### config.mk
export PLATFORM = sky130hd
export DESIGN_NAME = uart_tx_cfg
export DESIGN_NICKNAME = d
export VERILOG_FILES = /design/src/rtl/uart_tx_cfg.sv
export SDC_FILE = /design/constraint.sdc
export NUM_CORES = 1
export LEC_CHECK = 0
export CORE_UTILIZATION = 50
export DETAILED_ROUTE_END_ITERATION = 10
export DONT_BUFFER_PORTS = 1
export MAX_ROUTING_LAYER = met4
export PLACE_DENSITY = 0.67
export SLEW_MARGIN = 20
export SYNTH_ARGS = -nofsm -noshare
export SYNTH_HDL_FRONTEND = slang
export SYNTH_SLANG_ARGS = --single-unit
### constraint.sdc
create_clock -name sysclk -period 3.78 [get_ports sysclk]
set_input_delay 0.567 -clock sysclk [delete_from_list [all_inputs] [get_ports sysclk]]
set_output_delay 0.567 -clock sysclk [all_outputs]
set_load 0.01 [all_outputs]
### src/rtl/uart_tx_cfg.sv
// uart_tx_cfg: configurable UART transmitter (5..9 data bits, none/odd/even parity, 1-2 stop bits)
// with a valid/ready word input and a registered serial output.
module uart_tx_cfg #(
    parameter int CLK_HZ    = 125_000_000,
    parameter int BAUD      = 115_200,
    parameter int DATA_BITS = 8,
    parameter int PARITY    = 0,
    parameter int STOP_BITS = 1
) (
    input  logic                 sysclk,
    input  logic                 rst_n,
    input  logic [DATA_BITS-1:0] data_in,
    input  logic                 data_valid,
    output logic                 data_ready,
    output logic                 busy,
    output logic                 tx_done,
    output logic                 UART_TX
);
    localparam int CPB = CLK_HZ / BAUD;
    localparam int CW  = (CPB > 2) ? $clog2(CPB) : 1;

    if (CPB < 2 || DATA_BITS < 5 || DATA_BITS > 9 || PARITY < 0 || PARITY > 2 ||
        STOP_BITS < 1 || STOP_BITS > 2) begin : g_bad_cfg
        $error("uart_tx_cfg: illegal parameter set");
    end

    typedef enum logic [2:0] {IDLE, START, DATA, PAR, STOP} state_t;

    state_t               state_q, state_d;
    logic [CW-1:0]        cnt_q, cnt_d;
    logic [3:0]           idx_q, idx_d;
    logic [DATA_BITS-1:0] sh_q, sh_d;
    logic                 par_q, par_d, tx_q, tx_d, done_q, done_d, en_q;
    logic                 tick, last, accept;

    // en_q keeps data_ready low until the first clock after reset release
    assign tick       = cnt_q == '0;
    assign last       = state_q == STOP && tick && idx_q == 4'(STOP_BITS - 1);
    assign data_ready = en_q && (state_q == IDLE || last);
    assign accept     = data_valid && data_ready;
    assign busy       = state_q != IDLE;
    assign tx_done    = done_q;
    assign UART_TX    = tx_q;

    always_comb begin
        state_d = state_q;
        cnt_d   = tick ? CW'(CPB - 1) : cnt_q - 1'b1;
        idx_d   = idx_q;
        sh_d    = sh_q;
        par_d   = par_q;
        tx_d    = tx_q;
        done_d  = last;
        case (state_q)
            IDLE: cnt_d = '0;
            START: if (tick) begin
                state_d = DATA;
                tx_d    = sh_q[0];
            end
            DATA: if (tick) begin
                sh_d = sh_q >> 1;
                if (idx_q == 4'(DATA_BITS - 1)) begin
                    idx_d   = '0;
                    state_d = (PARITY != 0) ? PAR : STOP;
                    tx_d    = (PARITY != 0) ? par_q : 1'b1;
                end else begin
                    idx_d = idx_q + 1'b1;
                    tx_d  = sh_q[1];
                end
            end
            PAR: if (tick) begin
                state_d = STOP;
                tx_d    = 1'b1;
            end
            STOP: if (tick) begin
                if (last) begin
                    state_d = IDLE;
                    cnt_d   = '0;
                    idx_d   = '0;
                end else begin
                    idx_d = idx_q + 1'b1;
                end
            end
            default: state_d = IDLE;
        endcase
        // an accept in the final stop cycle overrides the return to IDLE
        if (accept) begin
            state_d = START;
            cnt_d   = CW'(CPB - 1);
            idx_d   = '0;
            sh_d    = data_in;
            par_d   = ^data_in ^ (PARITY == 1);
            tx_d    = 1'b0;
        end
    end

    always_ff @(posedge sysclk or negedge rst_n) begin
        if (!rst_n) begin
            state_q <= IDLE;
            cnt_q   <= '0;
            idx_q   <= '0;
            sh_q    <= '0;
            par_q   <= 1'b0;
            tx_q    <= 1'b1;
            done_q  <= 1'b0;
            en_q    <= 1'b0;
        end else begin
            state_q <= state_d;
            cnt_q   <= cnt_d;
            idx_q   <= idx_d;
            sh_q    <= sh_d;
            par_q   <= par_d;
            tx_q    <= tx_d;
            done_q  <= done_d;
            en_q    <= 1'b1;
        end
    end
endmodule

; ---- After elaboration in Yosys (flattened, before gate mapping)
; Index checks and enable logic that the tools add are counted.
[op_classes]
n_addsub = 2
eq_ne = 12
muxes = 28
reduce_logical = 17
[op_table]
columns = operator, n
row1 = two-way mux 11 bit, 4
row2 = two-way mux 8 bit, 3
row3 = case mux 11 bit (2 select lines), 1
row4 = two-way mux 3 bit, 7
row5 = two-way mux 4 bit, 5
row6 = "inequality test 3 bit, second input constant", 6
row7 = case mux 3 bit (5 select lines), 1
row8 = zero test 11 bit, 1
row9 = "subtractor 11 x 1 -> 11 bit, second input constant", 1
row10 = case mux 4 bit (2 select lines), 1
row11 = AND reduction 7 bit, 1
row12 = "== test 3 x 2 -> 1 bit, second input constant", 2
row13 = nonzero test 3 bit, 2
row14 = two-way mux 1 bit, 5
row15 = "adder 4 x 1 -> 4 bit, second input constant", 1
row16 = "== test 4 x 3 -> 1 bit, second input constant", 1
row17 = logical AND 1 bit, 4
row18 = zero test 4 bit, 1
row19 = AND reduction 4 bit, 1
row20 = nonzero test 2 bit, 2
row21 = nonzero test 4 bit, 1
row22 = "== test 3 x 1 -> 1 bit, second input constant", 1
row23 = "== test 3 bit, second input constant", 1
row24 = zero test 3 bit, 1
row25 = other kinds (5), 5
[word_totals]
register_bits = 29
in_bits = 11
output_inout_bits = 4
wordCells = 66

; ---- Longest topological paths before layout
[depth]
ltp_word = 8
ltp_mapped = 7
depth_no_buf = 6

; ---- Worst setup path before layout
; Ideal clock, no wire load.
[synth_path]
kind = flip-flop to output port
start = reg state_q[0]
end = out data_ready
arrival_time_ps = 1982
required_ps = 3213
path_slack_ps = 1231
stages_incl_launch_ff = 6
n_path_buf = 1
cell_sequence = dfrtp_1 -> buf_4 -> or3b_4 -> or4b_4 -> o21ai_0 -> and2_1
[synth_via]
elab_chain_cells = 5
elab_cells_between_ends = 6
classes_between = 1 x eq/ne / 5 x reduce/logical
[synth_rtl]
columns = item, line
row1 = start: declaration, 29  ; state_t state_q, state_d;
row2 = start signal: assignment, 107  ; state_q <= state_d;
row3 = == test 3 bit, 38  ; assign last = state_q == STOP && tick && idx_q == 4'(STOP_BITS - 1);
row4 = logical AND 1 bit (2 in a row), 38
row5 = logical OR 1 bit (*), 39  ; assign data_ready = en_q && (state_q == IDLE || last);
row6 = logical AND 1 bit (*), 39
row7 = end: declaration, 14  ; output logic data_ready,
; Mark *: on every way between the ends. The rest lies on a longest branch, timed or not.

; ---- Worst setup path after layout
[layout_path]
start = reg cnt_q[5]
end = out data_ready
[layout_via]
elab_chain_cells = 5
[layout_rtl]
columns = item, line
row1 = start: declaration, 30  ; logic [CW-1:0] cnt_q, cnt_d;
row2 = start signal: assignment, 108  ; cnt_q <= cnt_d;
row3 = zero test 11 bit, 37  ; assign tick = cnt_q == '0;
row4 = logical AND 1 bit (2 in a row), 38
row5 = logical OR 1 bit, 39
row6 = logical AND 1 bit, 39
; Every way passes these cells.

==> summary.md <==
| Metric | Value |
|---|---|
| Run status | `completed` |
| Fraction of layout cells with a size suffix above 1 | `19.48%` |
| First-pass GRT wire length | `5.043 mm` |
| Largest net degree at the start of global routing | `29` |
| I/O Buffers | `0` |
| Initial Util | `52.83%` |
| Setup TNS | `0 ps` |
| Post-synthesis simple-gate area fraction | `20.48%` |
| Die footprint | `3457 um^2` |
| Post-CTS sizing | `0` |
| Overflow after GRT | `0` |
| Top post-synthesis cells by area | `dfrtp_1, mux2_4, mux2_2, nor2_1, ha_1` |
| Ys flop type | `dfrtp_1` |
| Final setup vio count | `0` |
| Die Ht | `58.80 um` |
| Core region area | `3053 um^2` |
| Commonest non-fill, non-tap cell in the layout | `dfrtp_1` |
| Avg Inst Size Synth | `10.82 um^2` |
| Crit path required time | `3210 ps` |
| Post-synth EDFFs | `0` |
| Achievable Freq | `316.2 MHz` |
| Yosys warning total | `0` |
| Worst slew margin | `58.60%` |
| Fin. max-slew vios | `0` |
| Top-Level Pins | `15` |
| Skew final | `6.005 ps` |
| Pwr/cell area | `292.5 nW/um^2` |
| Die width | `58.80 um` |
| Clock period minus final worst setup slack | `3162 ps` |
| Critical Path Max Stage Delay | `600 ps` |
| CP cell instances | `nor4_2, nand4b_1, o21ai_0, and2_1` |
| Clock root buffer | `clkbuf_4` |
| Total GRT Usage | `20.49%` |
| RePlAce Congestion | `0.8413` |
| RSZ-0062 raised after global routing | `no` |
| Routed Wire Length | `2.913 mm` |
| Clock tree sinks | `29` |
| Distinct cells, synth | `50` |
| Setup crit start kind | `flop` |
| CP Class | `flop to primary output` |
| DRT Pass-1 Iters | `4` |
| Post-DP HPWL | `2.038 mm` |
| Post-synthesis mux area share | `12.02%` |
| Site Rows | `20` |
| Clk_lat worst skew | `330 ps` |
| Number of global-route vias before repair | `1057` |
| Total Power | `499.9 uW` |
| Maximum VDD drop | `0.0002162 V` |
| Inserted Clock Buffers | `5` |
| Residual DRC count | `0` |
| Synthesis-stage register bit count | `29` |
| Clk buf depth | `2` |
| Worst endpoint data arrival time | `2600 ps` |
| Post-route antenna net violation count | `0` |
| Largest family of logic cells by synthesized area | `simple AND/OR/NAND/NOR gates` |
| Area Overhead vs Synth | `5.974%` |
| Setup Buffers After CTS | `0` |
| Most frequent cells in the layout | `dfrtp_1, nor2_1, inv_1` |
| Vias per cell | `5.576` |
| Initial antenna violation count | `0` |
| Max_cap viols | `0` |
| CP max stage cell | `o21ai_0` |
| Compound-gate portion of the synthesized area | `10.24%` |
| Post-Synth Adder-Cell Area | `3.103%` |
| Cell count after synthesis | `149` |
| WL/cell | `14.71 um` |
| Crit share post-route | `83.66%` |
| Post-synth top area cell | `dfrtp_1` |
| Async S/R FF share, synth | `100.0%` |
| Crit-path max FO | `10` |
| Final hold violation count | `0` |
| Yosys top cell area share | `43.44%` |
| Area of the mapped netlist | `1613 um^2` |
| Min-Delay Path Class | `primary input to async pin` |
| DR vias | `1104` |
| Synth Net Count | `164` |
| Iteration-0 DRC count of the detailed router | `33` |
| Final net count | `168` |
| Top Family by Delay on Critical Path | `simple AND/OR/NAND/NOR gates` |
| H-tree levels | `2` |
| Antenna diodes | `0` |
| Sequential share of the synthesized area | `45.07%` |
| Clock transition at path regs | `90 ps` |
| Slew @ Worst Pin | `620.9 ps` |
| Critical path buffers and inverters | `0` |
| Post-Synth XOR/XNOR Area | `4.888%` |
| CTS tree | `done` |
| Leak pwr | `0.0007924 uW` |
| Worst Setup End Kind | `primary output` |
-- where the power goes --
group          total [uW]  internal (uW)  leakage [uW]  switching, uW
clock                 179           70.7     0.0000320            109
sequential            311            311      0.000369          0.367
combinational        9.57           2.91      0.000392           6.66
-- cell families (layout without fill, tap and decap cells) --
logic type                 after synthesis  count (layout)
other                                    1               1
buffers and inverters                   13              18
and+or+nand+nor                         54              54
DFF                                     29              29
adders and majority gates                4               4
AOI/OAI and AO/OA                       24              24
xor gates and xnor gates                 9               9
muxes                                   15              15
-- through the flow --
step	setup WS [ps]	util (%)	instances	hold slack, ps	area (um^2)
2_1_floorplan	1231	-	149	271.4	1613
3_3_place_gp	1116	53.65	189	272.3	1638
5_1_grt	419.1	55.98	198	28.39	1709
6_report	617.5	55.98	198	41.96	1709
3_5_place_dp	1009	53.65	189	272.4	1638
4_1_cts	620.2	55.98	198	35.98	1709
-- routing by layer --
layer	vias to the layer above	global-route usage, %	wire (um)	part of all wire, %
met1	534	28.20	1446	50
li1	546	-	-	-
met4	0	9.184	44	1.5
met5	-	-	0	0
met3	6	4.615	104	3.6
met2	18	28.90	1317	45
-- final timing paths --
path | slack (ps) | end | cells past startpoint | startpoint
min reg2reg | 490 | cnt_q[0] | 1 | cnt_q[0]
min in group sysclk | 370 | sh_q[7] | 2 | data_in[7]
max reg2reg | 1270 | sh_q[3] | 4 | cnt_q[5]
max in group asynchronous | 3580 | cnt_q[2] | 1 | rst_n
max | 620 | data_ready | 4 | cnt_q[5]
min | 40 | cnt_q[7] | 1 | rst_n
-- flip-flops by register name, summed over array words and instances, names as in the netlist --
name     flops
sh_q         8
tx_done      1
cnt_q       11
UART_TX      1
state_q      3
en_q         1
idx_q        4
-- repair_timing --
item / 4_1_cts / 5_1_grt
endpoints found under the setup margin: 0 / 0
hold endpoints to repair: 28 / 0
hold buffers: 1 / 0
-- cell type report --
class	instances	area, um^2
clock buffer	6	41.29
clock inverter	2	10.01
fill	288	1344
inverter	9	33.78
multi-input combinational	107	822.0
sequential	29	726.9
tap	44	55.05
timing repair buffer	1	20.02
-- synth_stat cells, types with 2 or more instances --
cell      number
a22oi_1        5
mux2_4         7
nor2_1        14
nand3_1        5
mux2_2         7
and2_1         3
o21ai_0        7
nor3_1         2
buf_4          2
nand4b_1       2
xor2_1         5
dfrtp_1       28
nand2_1        6
nand4_1        2
o31ai_1        2
ha_1           4
xnor2_1        4
nand2b_1       3
nor4_1         2
inv_1          9
Power figures use the tool's default switching activity.
